<file path="src/rtl/botones_antirebote_pkg.sv">
// Shared constants and helpers for the push-button conditioning block.
package botones_antirebote_pkg;

    localparam int unsigned DEBOUNCE_CYCLES  = 16;
    localparam int unsigned TEST_HOLD_CYCLES = 64;
    localparam int unsigned CNT_W            = 16;

    // Increment that sticks at all-ones instead of wrapping.
    function automatic logic [CNT_W-1:0] sat_inc(input logic [CNT_W-1:0] v);
        return (v == {CNT_W{1'b1}}) ? v : v + CNT_W'(1);
    endfunction

endpackage

</file>
<file path="src/rtl/botones_antirebote_debounce_filter.sv">
// Two-flop synchroniser followed by a stable-count debounce filter.
// Flops hold the value XOR INIT so that an all-zero power-up equals INIT.
module botones_antirebote_debounce_filter
    import botones_antirebote_pkg::*;
#(
    parameter int unsigned CYCLES = DEBOUNCE_CYCLES,
    parameter logic        INIT   = 1'b0
) (
    input  logic i_clk,
    input  logic i_clr,
    input  logic i_raw,
    output logic o_level_c
);

    logic [1:0]       r_sync;
    logic             r_lvl;
    logic [CNT_W-1:0] r_cnt;
    logic             w_lvl_nxt;
    logic [CNT_W-1:0] w_cnt_nxt;

    // Count consecutive samples that disagree with the level; adopt after CYCLES.
    always_comb begin
        w_lvl_nxt = r_lvl;
        w_cnt_nxt = r_cnt;
        if (i_clr) begin
            w_lvl_nxt = 1'b0;
            w_cnt_nxt = '0;
        end else if (r_sync[1] == r_lvl) begin
            w_cnt_nxt = '0;
        end else if (r_cnt >= CNT_W'(CYCLES - 1)) begin
            w_lvl_nxt = r_sync[1];
            w_cnt_nxt = '0;
        end else begin
            w_cnt_nxt = sat_inc(r_cnt);
        end
    end

    always_ff @(posedge i_clk) begin
        if (i_clr) begin
            r_sync <= 2'b00;
        end else begin
            r_sync <= {r_sync[0], i_raw ^ INIT};
        end
        r_lvl <= w_lvl_nxt;
        r_cnt <= w_cnt_nxt;
    end

    // Level as it will be after this edge, so consumers can register it without extra delay.
    assign o_level_c = w_lvl_nxt ^ INIT;

endmodule

</file>
<file path="src/rtl/botones_antirebote.sv">
// Conditions the four console push-buttons into clean levels and pulses for the main FSM.
module botones_antirebote
    import botones_antirebote_pkg::*;
#(
    parameter int unsigned DEB_CYCLES  = DEBOUNCE_CYCLES,
    parameter int unsigned HOLD_CYCLES = TEST_HOLD_CYCLES
) (
    input  logic clk,
    input  logic reset,
    input  logic test,
    input  logic b_energia,
    input  logic b_medicina,
    output logic Senal_Test,
    output logic Senal_Energia,
    output logic Senal_Medicina,
    output logic Senal_Reset
);

    logic             w_clr;
    logic             w_test_lvl;
    logic             w_en_lvl;
    logic             w_med_lvl;
    logic             w_rst_lvl;
    logic [1:0]       r_edge;
    logic [CNT_W-1:0] r_hold;
    logic             r_test;
    logic             r_en;
    logic             r_med;
    logic             r_rst;

    assign w_clr = ~reset;

    botones_antirebote_debounce_filter #(.CYCLES(DEB_CYCLES), .INIT(1'b0)) u_deb_test (
        .i_clk     (clk),
        .i_clr     (w_clr),
        .i_raw     (test),
        .o_level_c (w_test_lvl)
    );

    botones_antirebote_debounce_filter #(.CYCLES(DEB_CYCLES), .INIT(1'b0)) u_deb_energia (
        .i_clk     (clk),
        .i_clr     (w_clr),
        .i_raw     (b_energia),
        .o_level_c (w_en_lvl)
    );

    botones_antirebote_debounce_filter #(.CYCLES(DEB_CYCLES), .INIT(1'b0)) u_deb_medicina (
        .i_clk     (clk),
        .i_clr     (w_clr),
        .i_raw     (b_medicina),
        .o_level_c (w_med_lvl)
    );

    // The reset button's own filter must keep running while reset is held.
    botones_antirebote_debounce_filter #(.CYCLES(DEB_CYCLES), .INIT(1'b1)) u_deb_reset (
        .i_clk     (clk),
        .i_clr     (1'b0),
        .i_raw     (reset),
        .o_level_c (w_rst_lvl)
    );

    // Edge detectors for the pulse buttons and the long-press qualifier for test.
    always_ff @(posedge clk) begin
        if (!reset) begin
            r_edge <= 2'b00;
            r_hold <= '0;
            r_test <= 1'b0;
            r_en   <= 1'b0;
            r_med  <= 1'b0;
        end else begin
            r_edge <= {w_med_lvl, w_en_lvl};
            r_en   <= w_en_lvl & ~r_edge[0];
            r_med  <= w_med_lvl & ~r_edge[1];
            if (w_test_lvl) begin
                if (r_hold < CNT_W'(HOLD_CYCLES)) begin
                    r_hold <= sat_inc(r_hold);
                end
                r_test <= (r_hold >= CNT_W'(HOLD_CYCLES));
            end else begin
                r_hold <= '0;
                r_test <= 1'b0;
            end
        end
    end

    always_ff @(posedge clk) begin
        r_rst <= ~w_rst_lvl;
    end

    assign Senal_Test     = r_test;
    assign Senal_Energia  = r_en;
    assign Senal_Medicina = r_med;
    assign Senal_Reset    = r_rst;

endmodule

</file>
<file path="config.mk">
export PLATFORM = sky130hd
export DESIGN_NAME = botones_antirebote
export DESIGN_NICKNAME = d
export VERILOG_FILES = /design/src/rtl/botones_antirebote_pkg.sv /design/src/rtl/botones_antirebote_debounce_filter.sv /design/src/rtl/botones_antirebote.sv
export SDC_FILE = /design/constraint.sdc
export NUM_CORES = 1
export LEC_CHECK = 0
export BUFFER_PORTS_ARGS = -buffer_cell sky130_fd_sc_hd__buf_2
export CAP_MARGIN = 5
export CORE_ASPECT_RATIO = 1.5
export CORE_MARGIN = 4
export CORE_UTILIZATION = 53
export CTS_BUF_LIST = sky130_fd_sc_hd__clkbuf_4 sky130_fd_sc_hd__clkbuf_8 sky130_fd_sc_hd__clkbuf_16
export DETAILED_ROUTE_END_ITERATION = 6
export PLACE_DENSITY_LB_ADDON = 0.1
export SLEW_MARGIN = 40
export SYNTH_ARGS = -nofsm -noshare
export SYNTH_HDL_FRONTEND = slang
export SYNTH_SLANG_ARGS = --single-unit
</file>
<file path="constraint.sdc">
create_clock -name clk -period 1.5 [get_ports clk]
set_clock_uncertainty 0.05 [all_clocks]
set_input_delay 0.15 -clock clk [delete_from_list [all_inputs] [get_ports clk]]
set_output_delay 0.15 -clock clk [all_outputs]
set_load 0.005 [all_outputs]
</file>
Word level (Yosys, flattened, before mapping):

Index checks and enable logic that the tools add are counted.

* flip-flop bits (word level): 97
* input port bits: 5
* output and inout port bits: 4
* logic and storage cells: 60

* add/sub/neg operators: 5
* magnitude comparators: 6
* equal/unequal tests: 9
* multiplexer cells: 9
* bitwise gates (word level): 7
* reduce and logical (&&, ||, !) cells: 7

Operators by type and width (number)
* 16-bit by 1-bit adder with 16-bit output, second input constant: 5
* 16-bit == test, second input constant: 5
* 16-bit by 4-bit >= comparator with 1-bit output, second input constant: 4
* 16-bit by 7-bit >= comparator with 1-bit output, second input constant: 1
* 16-bit by 7-bit less-than comparator with 1-bit output, second input constant: 1
* 1-bit two-way mux: 9
* 3-bit OR reduction: 3
* 2-bit AND reduction: 3
* 1-bit inverter: 5
* 1-bit == test: 4
* 1-bit AND: 2
* 2-bit OR reduction: 1

Logic depth before layout (Yosys ltp):

Gate-level depths: netlist of run 1.

* depth in word-level cells: 5
* depth in mapped cells: 6

By module:

Synthesis of run 1 repeated with hierarchy kept, for this count alone.

* cells, all modules: 276
* area total of the unflattened synthesis: 3184.3 um2

Modules (own cells, without submodules)
* botones_antirebote_debounce_filter (u_deb_energia ...): instances 3, cells an instance 48, area each 589.3 um2, sequential area each 380.4 um2
* botones_antirebote: instances 1, cells an instance 83, area each 823.3 um2, sequential area each 440.4 um2
* botones_antirebote_debounce_filter (u_deb_reset): instances 1, cells an instance 49, area each 593.1 um2, sequential area each 380.4 um2

Worst setup path after synthesis of run 1:

No wires, ideal clock.

* path kind: reg-to-reg
* from: register u_deb_energia.r_cnt[0]
* to: register u_deb_energia.r_cnt[3]
* library setup time: 70 ps
* arrival time: 1343 ps
* path slack: 37 ps
* cell stages (with the launch flop): 6
* period minus slack after synthesis: 1463 ps
* cell sequence: dfxtp_1 > ha_1 > nand3_1 > nor4_1 > o21ai_0 > a21oi_1

* longest elaborated chain between the ends: 2
* elaborated cells on any way between the ends: 4
* those cells by class: 1 x add/sub; 1 x order compare; 1 x eq/ne; 1 x reduce/logical

RTL lines
* from (decl): line botones_antirebote_debounce_filter.sv:17 `logic [CNT_W-1:0] r_cnt;`
* from (signal assigned): line botones_antirebote_debounce_filter.sv:45 `r_cnt <= w_cnt_nxt;`
* 16-bit by 4-bit >= comparator with 1-bit output: line botones_antirebote_debounce_filter.sv:30 `end else if (r_cnt >= CNT_W'(CYCLES - 1)) begin`
* 3-bit OR reduction (no source line)

Parallel ways exist; a longest one is shown, timed or not.
A chain may end at the register's enable or synchronous reset.

Worst setup path in the final report of run 1:

* from: register u_deb_test.r_cnt[15]
* to: register r_hold[13]

* longest elaborated chain between the ends: 5

RTL lines
* from (decl): line botones_antirebote_debounce_filter.sv:17
* from (signal assigned): line botones_antirebote_debounce_filter.sv:45
* 16-bit by 4-bit >= comparator with 1-bit output: line botones_antirebote_debounce_filter.sv:30
* 1-bit two-way mux: line botones_antirebote_debounce_filter.sv:30
* 1-bit two-way mux: line botones_antirebote_debounce_filter.sv:28 `end else if (r_sync[1] == r_lvl) begin`
* 1-bit two-way mux: line botones_antirebote_debounce_filter.sv:25 `if (i_clr) begin`
* 2-bit AND reduction (no source line)
* to (signal assigned): line botones_antirebote.sv:76 `r_hold <= sat_inc(r_hold);`
* to (decl): line botones_antirebote.sv:25 `logic [CNT_W-1:0] r_hold;`

Every way passes these cells.

==> impl_metrics.env, run 1 <==
export IMPL_place_inst=387
export IMPL_ys_seq_elements=97
export IMPL_synthesis_area_um2=2940
export IMPL_drv_cap=0
export IMPL_r2r_cells=5
export IMPL_row_count=33
export IMPL_hold_class="input port to flop"
export IMPL_failed_checks="negative setup slack"
export IMPL_final_cell_area_um2=3650
export IMPL_setup_ws_ns=-0.0628
export IMPL_drc=0
export IMPL_p_leak_nw=1.45
export IMPL_core_um2=5410
export IMPL_rsz0062_at_grt="yes"
export IMPL_dpl_hpwl_um=2860
export IMPL_layout_nets=345
export IMPL_hold_viol=0
export IMPL_wl_per_cell_um=10.2
export IMPL_worstPathRequired_ns=1.74
export IMPL_cts_buffers=9
export IMPL_antenna_found_initial=0
export IMPL_synth_top_area_share_pct=65.3
export IMPL_dpl_cell_area_um2=3300
export IMPL_place_worst_setup_slack_ns=-0.0681
export IMPL_power_density_nw_per_um2=1190
export IMPL_drtIter0Drc=59
export IMPL_pin_count=9
export IMPL_synth_ff_type="dfxtp_1"
export IMPL_path_clk_slew_ns=0.09
export IMPL_io_buffers=8
export IMPL_cts_sinks=97
export IMPL_syn_inst=255
export IMPL_stdcell_count=409
export IMPL_yosys_area_top_type="dfxtp_1"
export IMPL_gp_congestion=0.765
export IMPL_cts_htree_levels=3
export IMPL_area_growth_pct=24.1
export IMPL_async_flop_share_pct=0
export IMPL_period_share_pct=104
export IMPL_fp_dieH_um=99.3
export IMPL_clockBufferDepth=2
export IMPL_grt_overflow_total=0
export IMPL_reg2reg_to="r_hold[13]$_SDFFE_PN0P_"
export IMPL_r2r_start="u_deb_test.r_cnt[15]$_SDFFE_PP0P_"
export IMPL_p_total_w=0.00433
export IMPL_yosysSeqAreaShare_pct=66.3
export IMPL_drt_pass1_iter_count=4
export IMPL_yosysWarnings=0
export IMPL_synth_area_leaders="dfxtp_1 (65%), nand4_1 (4.0%), nor4_1 (3.4%), nor2_1 (3.3%), ha_1 (2.5%)"
export IMPL_clock_latency_ns=0.35
export IMPL_cts_root_buf="clkbuf_8"
export IMPL_via_per_inst=4.60
export IMPL_drv_slew=0
export IMPL_min_path_cells=2
export IMPL_status="finished with violations"
export IMPL_cp_arrival_ns=1.81
export IMPL_crit_fanout=6
export IMPL_wl_um=4170
export IMPL_regToRegSetupSlack_ns=-0.06
export IMPL_die_area_um2=6840
export IMPL_grt_pass1_wl_um=6840
export IMPL_synth_most_common_cell="dfxtp_1"
export IMPL_grt_total_usage_pct=13.5
export IMPL_final_util_pct=67.5
export IMPL_fin_crit_ns=1.56
export IMPL_min_from="reset"
export IMPL_ant_nets=0
export IMPL_grt_start_max_net_pins=17
export IMPL_fp_dieW_um=68.9
export IMPL_clock_fmax_mhz=640
export IMPL_crit_type="flop to flop"
export IMPL_worst_hold_path_endpoint="u_deb_energia.r_sync[1]$_SDFF_PN0_"
export IMPL_drive_gt1_share_pct=20.9
export IMPL_initial_core_util_pct=54.4
export IMPL_cts_tree="done"
export IMPL_vias=1881
export IMPL_synth_cell_types=31
export IMPL_peakVddDrop_mv=0.613
export IMPL_setup_violations_final=13
export IMPL_grt_pass1_vias=1787
export IMPL_synth_common_cells="dfxtp_1 (96), nor2_1 (26), nand4_1 (19)"
export IMPL_synth_edf_count=1
export IMPL_cp_start_kind="flop"
export IMPL_syn_avg_cell_area_um2=11.5
export IMPL_n_antenna_cell=0
export IMPL_worst_setup_path_end_kind="flop"
## critical path, cell delays in order, from the launching register on
cell and delay [ns]:
dfxtp_1 0.32, nor4_1 0.28, nand4_1 0.24, mux2_4 0.42
inv_4 0.09, and2_1 0.12
## per-stage QoR
stage                     setup TNS, ns  hold slack, ns
final                            -0.687          0.0689
after global routing              -2.70          0.0830
after CTS                        -0.653          0.0474
after detailed placement         -0.584           0.268
after global placement           -0.111           0.261
after floorplan                       0           0.222
## cell usage in the layout (no fill, tap or decap), types with 2 or more instances in the layout
cell type      Yosys  final
dfxtp_1           96     92
conb_1             1     48
nor2_1            26     22
nand4_1           19     19
nor4_1            16     11
clkbuf_8           0     11
buf_4              0      9
and2_1             8      8
o21ai_0            8      8
buf_2              1      8
a21oi_1            8      7
inv_1              6      6
nor4_2             2      6
xnor2_1            5      5
nand3_1            8      5
nand2b_1           5      5
and2_2             7      5
or3_1              4      4
nor2_2             0      4
nor2b_1            4      4
and3_1             4      4
xor2_1             4      4
dfxtp_2            0      4
nand3_2            0      3
or3_4              3      3
ha_1               6      3
ha_2               0      3
dlygate4sd3_1      0      3
mux2i_1            3      2
nand2_1            2      2
mux2_4             1      2
and2_4             0      2
clkinvlp_4         0      2
inv_4              0      2
clkinv_4           0      2
## repair_timing
item / CTS / global route
setup buffers: 1 / 0
endpoints found under the hold margin: 3 / 0
gates resized for setup: 7 / 21
gates cloned: 2 / 0
hold buffers: 3 / 0
setup endpoints to repair: 13 / 36
pin swaps: 3 / 17
## sequential cells by signal, indices dropped and copies added, names as in the netlist, 2 cells and up
signal,cells
u_deb_test.r_cnt,16
u_deb_medicina.r_cnt,16
u_deb_test.r_sync,2
u_deb_reset.r_cnt,16
u_deb_energia.r_sync,2
u_deb_energia.r_cnt,16
r_hold,16
u_deb_medicina.r_sync,2
u_deb_reset.r_sync,2
r_edge,2
## metal layers
| layer | up-vias | GRT usage (%) | routed length, um |
|---|---|---|---|
| met4 | 0 | 8.11 | 95 |
| li1 | 1004 | - | - |
| met3 | 10 | 4.75 | 136 |
| met5 | - | 0 | 0 |
| met2 | 20 | 23.8 | 2140 |
| met1 | 847 | 12.8 | 1800 |
## cell type report
cell class,count,area (um^2)
Tap cell,70,87.6
Inverter,8,35.0
Clock buffer,11,151
Timing Repair inverter,1,6.26
Timing Repair Buffer,20,138
Multi-Input combinational cell,197,1240
Sequential cell,97,1960
Fill cell,440,1760
Clock inverter,5,38.8
## power by group
| part | switching, W | internal [W] |
|---|---|---|
| Combinational | 0.0000426 | 0.0000393 |
| Clock | 0.000836 | 0.000699 |
| Sequential | 0.0000479 | 0.00267 |
| Total | 0.000927 | 0.00341 |
## how the worst max path moves through the flow
stage | start | end | slack [ns] | depth (start not counted)
final | u_deb_test.r_cnt[15]$_SDFFE_PP0P_ | r_hold[13]$_SDFFE_PN0P_ | -0.06 | 5
after global placement | u_deb_test.r_cnt[4]$_SDFFE_PP0P_ | r_hold[12]$_SDFFE_PN0P_ | -0.02 | 5
after CTS | u_deb_test.r_cnt[11]$_SDFFE_PP0P_ | r_hold[8]$_SDFFE_PN0P_ | -0.06 | 5
after detailed placement | u_deb_test.r_cnt[4]$_SDFFE_PP0P_ | r_hold[8]$_SDFFE_PN0P_ | -0.07 | 5
after global routing | u_deb_test.r_cnt[14]$_SDFFE_PP0P_ | r_hold[0]$_SDFFE_PN0P_ | -0.17 | 5
after floorplan | u_deb_energia.r_cnt[0]$_SDFFE_PP0P_ | u_deb_energia.r_cnt[3]$_SDFFE_PP0P_ | 0.04 | 5
## logic make-up after synthesis
kind of cell / after synthesis / synth area share (%)
AO/OA/AOI/OAI: 17 / 3.02
XOR/XNOR: 9 / 2.68
adder cells (fa/ha/maj): 6 / 2.55
buffers and inverters: 9 / 1.36
flip-flops: 97 / 66.3
multiplexers: 4 / 1.53
other: 1 / 0.127
AND/OR/NAND/NOR: 112 / 22.4
(Power assumes the default switching activity.)
==> run 2, diff against run 1 <==
BUFFER_PORTS_ARGS = -buffer_cell sky130_fd_sc_hd__buf_4   (was -buffer_cell sky130_fd_sc_hd__buf_2)
SLEW_MARGIN = 5   (was 40)
==> impl_metrics.env, run 2 (synthesized netlist as in run 1, its figures left out) <==
export IMPL_power_density_nw_per_um2=1140
export IMPL_p_comb_share_pct=2.3
export IMPL_gp_congestion=0.743
export IMPL_tns_ns=-0.161
export IMPL_n_antenna_cell=0
export IMPL_hold_viol=0
export IMPL_hold_class="flop to flop"
export IMPL_drtIter0Drc=39
export IMPL_rsz0062_at_grt="yes"
export IMPL_r2r_cells=5
export IMPL_row_count=33
export IMPL_place_inst=389
export IMPL_die_area_um2=6840
export IMPL_layout_nets=349
export IMPL_switching_power_w=0.000913
export IMPL_path_clk_slew_ns=0.08
export IMPL_clockBufferDepth=2
export IMPL_crit_type="flop to flop"
export IMPL_initial_core_util_pct=54.4
export IMPL_area_growth_pct=29.5
export IMPL_grt_start_max_net_pins=16
export IMPL_antenna_found_initial=0
export IMPL_regToRegSetupSlack_ns=-0.02
export IMPL_layout_common_cells="dfxtp_1 (86), conb_1 (48), nor2_1 (20), buf_4 (20), nand4_1 (19)"
export IMPL_io_buffers=8
export IMPL_via_per_inst=4.68
export IMPL_fin_crit_ns=1.52
export IMPL_intPower_w=0.00343
export IMPL_stdcell_count=413
export IMPL_cts_htree_levels=3
export IMPL_drt_pass1_iter_count=4
export IMPL_setup_violations_final=13
export IMPL_worst_setup_path_end_kind="flop"
export IMPL_setup_ws_ns=-0.0195
export IMPL_cts_sinks=97
export IMPL_grt_pass1_wl_um=7140
export IMPL_cp_start_kind="flop"
export IMPL_clock_latency_ns=0.34
export IMPL_ant_nets=0
export IMPL_period_share_pct=101
export IMPL_grt_total_usage_pct=14.0
export IMPL_pin_count=9
export IMPL_failed_checks="negative setup slack"
export IMPL_p_sw_share_pct=21.0
export IMPL_wl_per_cell_um=10.4
export IMPL_status="finished with violations"
export IMPL_fp_dieH_um=99.3
export IMPL_cts_tree="done"
export IMPL_p_leak_nw=1.47
export IMPL_wl_um=4280
export IMPL_min_path_cells=0
export IMPL_dpl_hpwl_um=2850
export IMPL_grt_overflow_total=0
export IMPL_fillers=405
export IMPL_grt_pass1_vias=1803
export IMPL_clock_fmax_mhz=658
export IMPL_peakVddDrop_mv=0.885
export IMPL_drc=0
export IMPL_drive_gt1_share_pct=26.5
export IMPL_final_common_cell="dfxtp_1"
export IMPL_cts_root_buf="clkbuf_8"
export IMPL_crit_fanout=10
export IMPL_drv_slew=0
export IMPL_core_um2=5410
export IMPL_cp_arrival_ns=1.76
export IMPL_clockPowerShare_pct=34.9
export IMPL_worstPathRequired_ns=1.74
export IMPL_fp_dieW_um=68.9
export IMPL_cts_buffers=9
export IMPL_drv_cap=0
export IMPL_pwr_share_seq_pct=62.8
export IMPL_vias=1931
-- run 2: cell types whose count changed in the layout (fill, tap and decap cells not counted), moves of 4 or more --
cell     previous run  this run
buf_2               8         0
buf_4               9        20
dfxtp_1            92        86
dfxtp_2             4        10
nor4_1             11         6
nor4_4              1         5
-- run 2: repair_timing --
action                                  CTS  global route
setup buffers                             1             1
gates cloned                              1             0
endpoints found under the setup margin   11            40
hold endpoints to repair                  5             0
pin swaps                                 1            22
hold buffers                              5             0
gates resized for setup                   4            44
-- run 2: worst paths after layout --
kind / from / to
worst max-delay path: u_deb_test.r_cnt[14]$_SDFFE_PP0P_ / r_hold[8]$_SDFFE_PN0P_
worst min-delay path: u_deb_reset.r_sync[0]$_DFF_P_ / u_deb_reset.r_sync[1]$_DFF_P_
worst max register to register: u_deb_test.r_cnt[14]$_SDFFE_PP0P_ / r_hold[8]$_SDFFE_PN0P_
worst min register to register: u_deb_reset.r_sync[0]$_DFF_P_ / u_deb_reset.r_sync[1]$_DFF_P_
-- run 2: area by class of cell --
type	instances	area [um^2]	area share, %
clock buffers	12	159	4.17
repair buffers	25	200	5.25
multi-input cells	197	1340	35.1
clock inverters	4	27.5	0.722
flip-flops and latches	97	1960	51.5
well taps	70	87.6	2.30
inverters	8	35.0	0.919
-- run 2: layer usage --
metal,GRT usage (%),share of wire [%]
met1,14.5,42
met2,24.0,53
met3,5.20,3.3
met4,6.91,2.2
met5,0,0
-- run 2: stage by stage --
stage	utilization [%]	setup WS, ns	total power, W	cell area (um^2)	hold WS, ns
2_1_floorplan	-	0.0368	0.00281	3120	0.222
3_3_place_gp	61.7	-0.0367	0.00284	3340	0.262
3_5_place_dp	61.7	-0.0658	0.00285	3340	0.266
4_1_cts	66.8	-0.0416	0.00437	3610	0.286
5_1_grt	70.5	-0.142	0.00454	3810	0.288
6_report	70.5	-0.0195	0.00435	3810	0.282
-- run 2: power by group through the flow --
stage / clock (W) / combinational (W) / sequential [W]
2_1_floorplan: 0 / 0.0000477 / 0.00276
3_3_place_gp: 0 / 0.0000730 / 0.00277
3_5_place_dp: 0 / 0.0000745 / 0.00277
4_1_cts: 0.00157 / 0.0000862 / 0.00271
5_1_grt: 0.00168 / 0.000117 / 0.00274
6_report: 0.00152 / 0.0000995 / 0.00273
-- run 2: critical path, stage by stage (launching register included) --
cell and delay (ns):
dfxtp_2 0.34, nor4_4 0.27, nand4_1 0.21, mux2_4 0.40, inv_6 0.09, and2_2 0.13
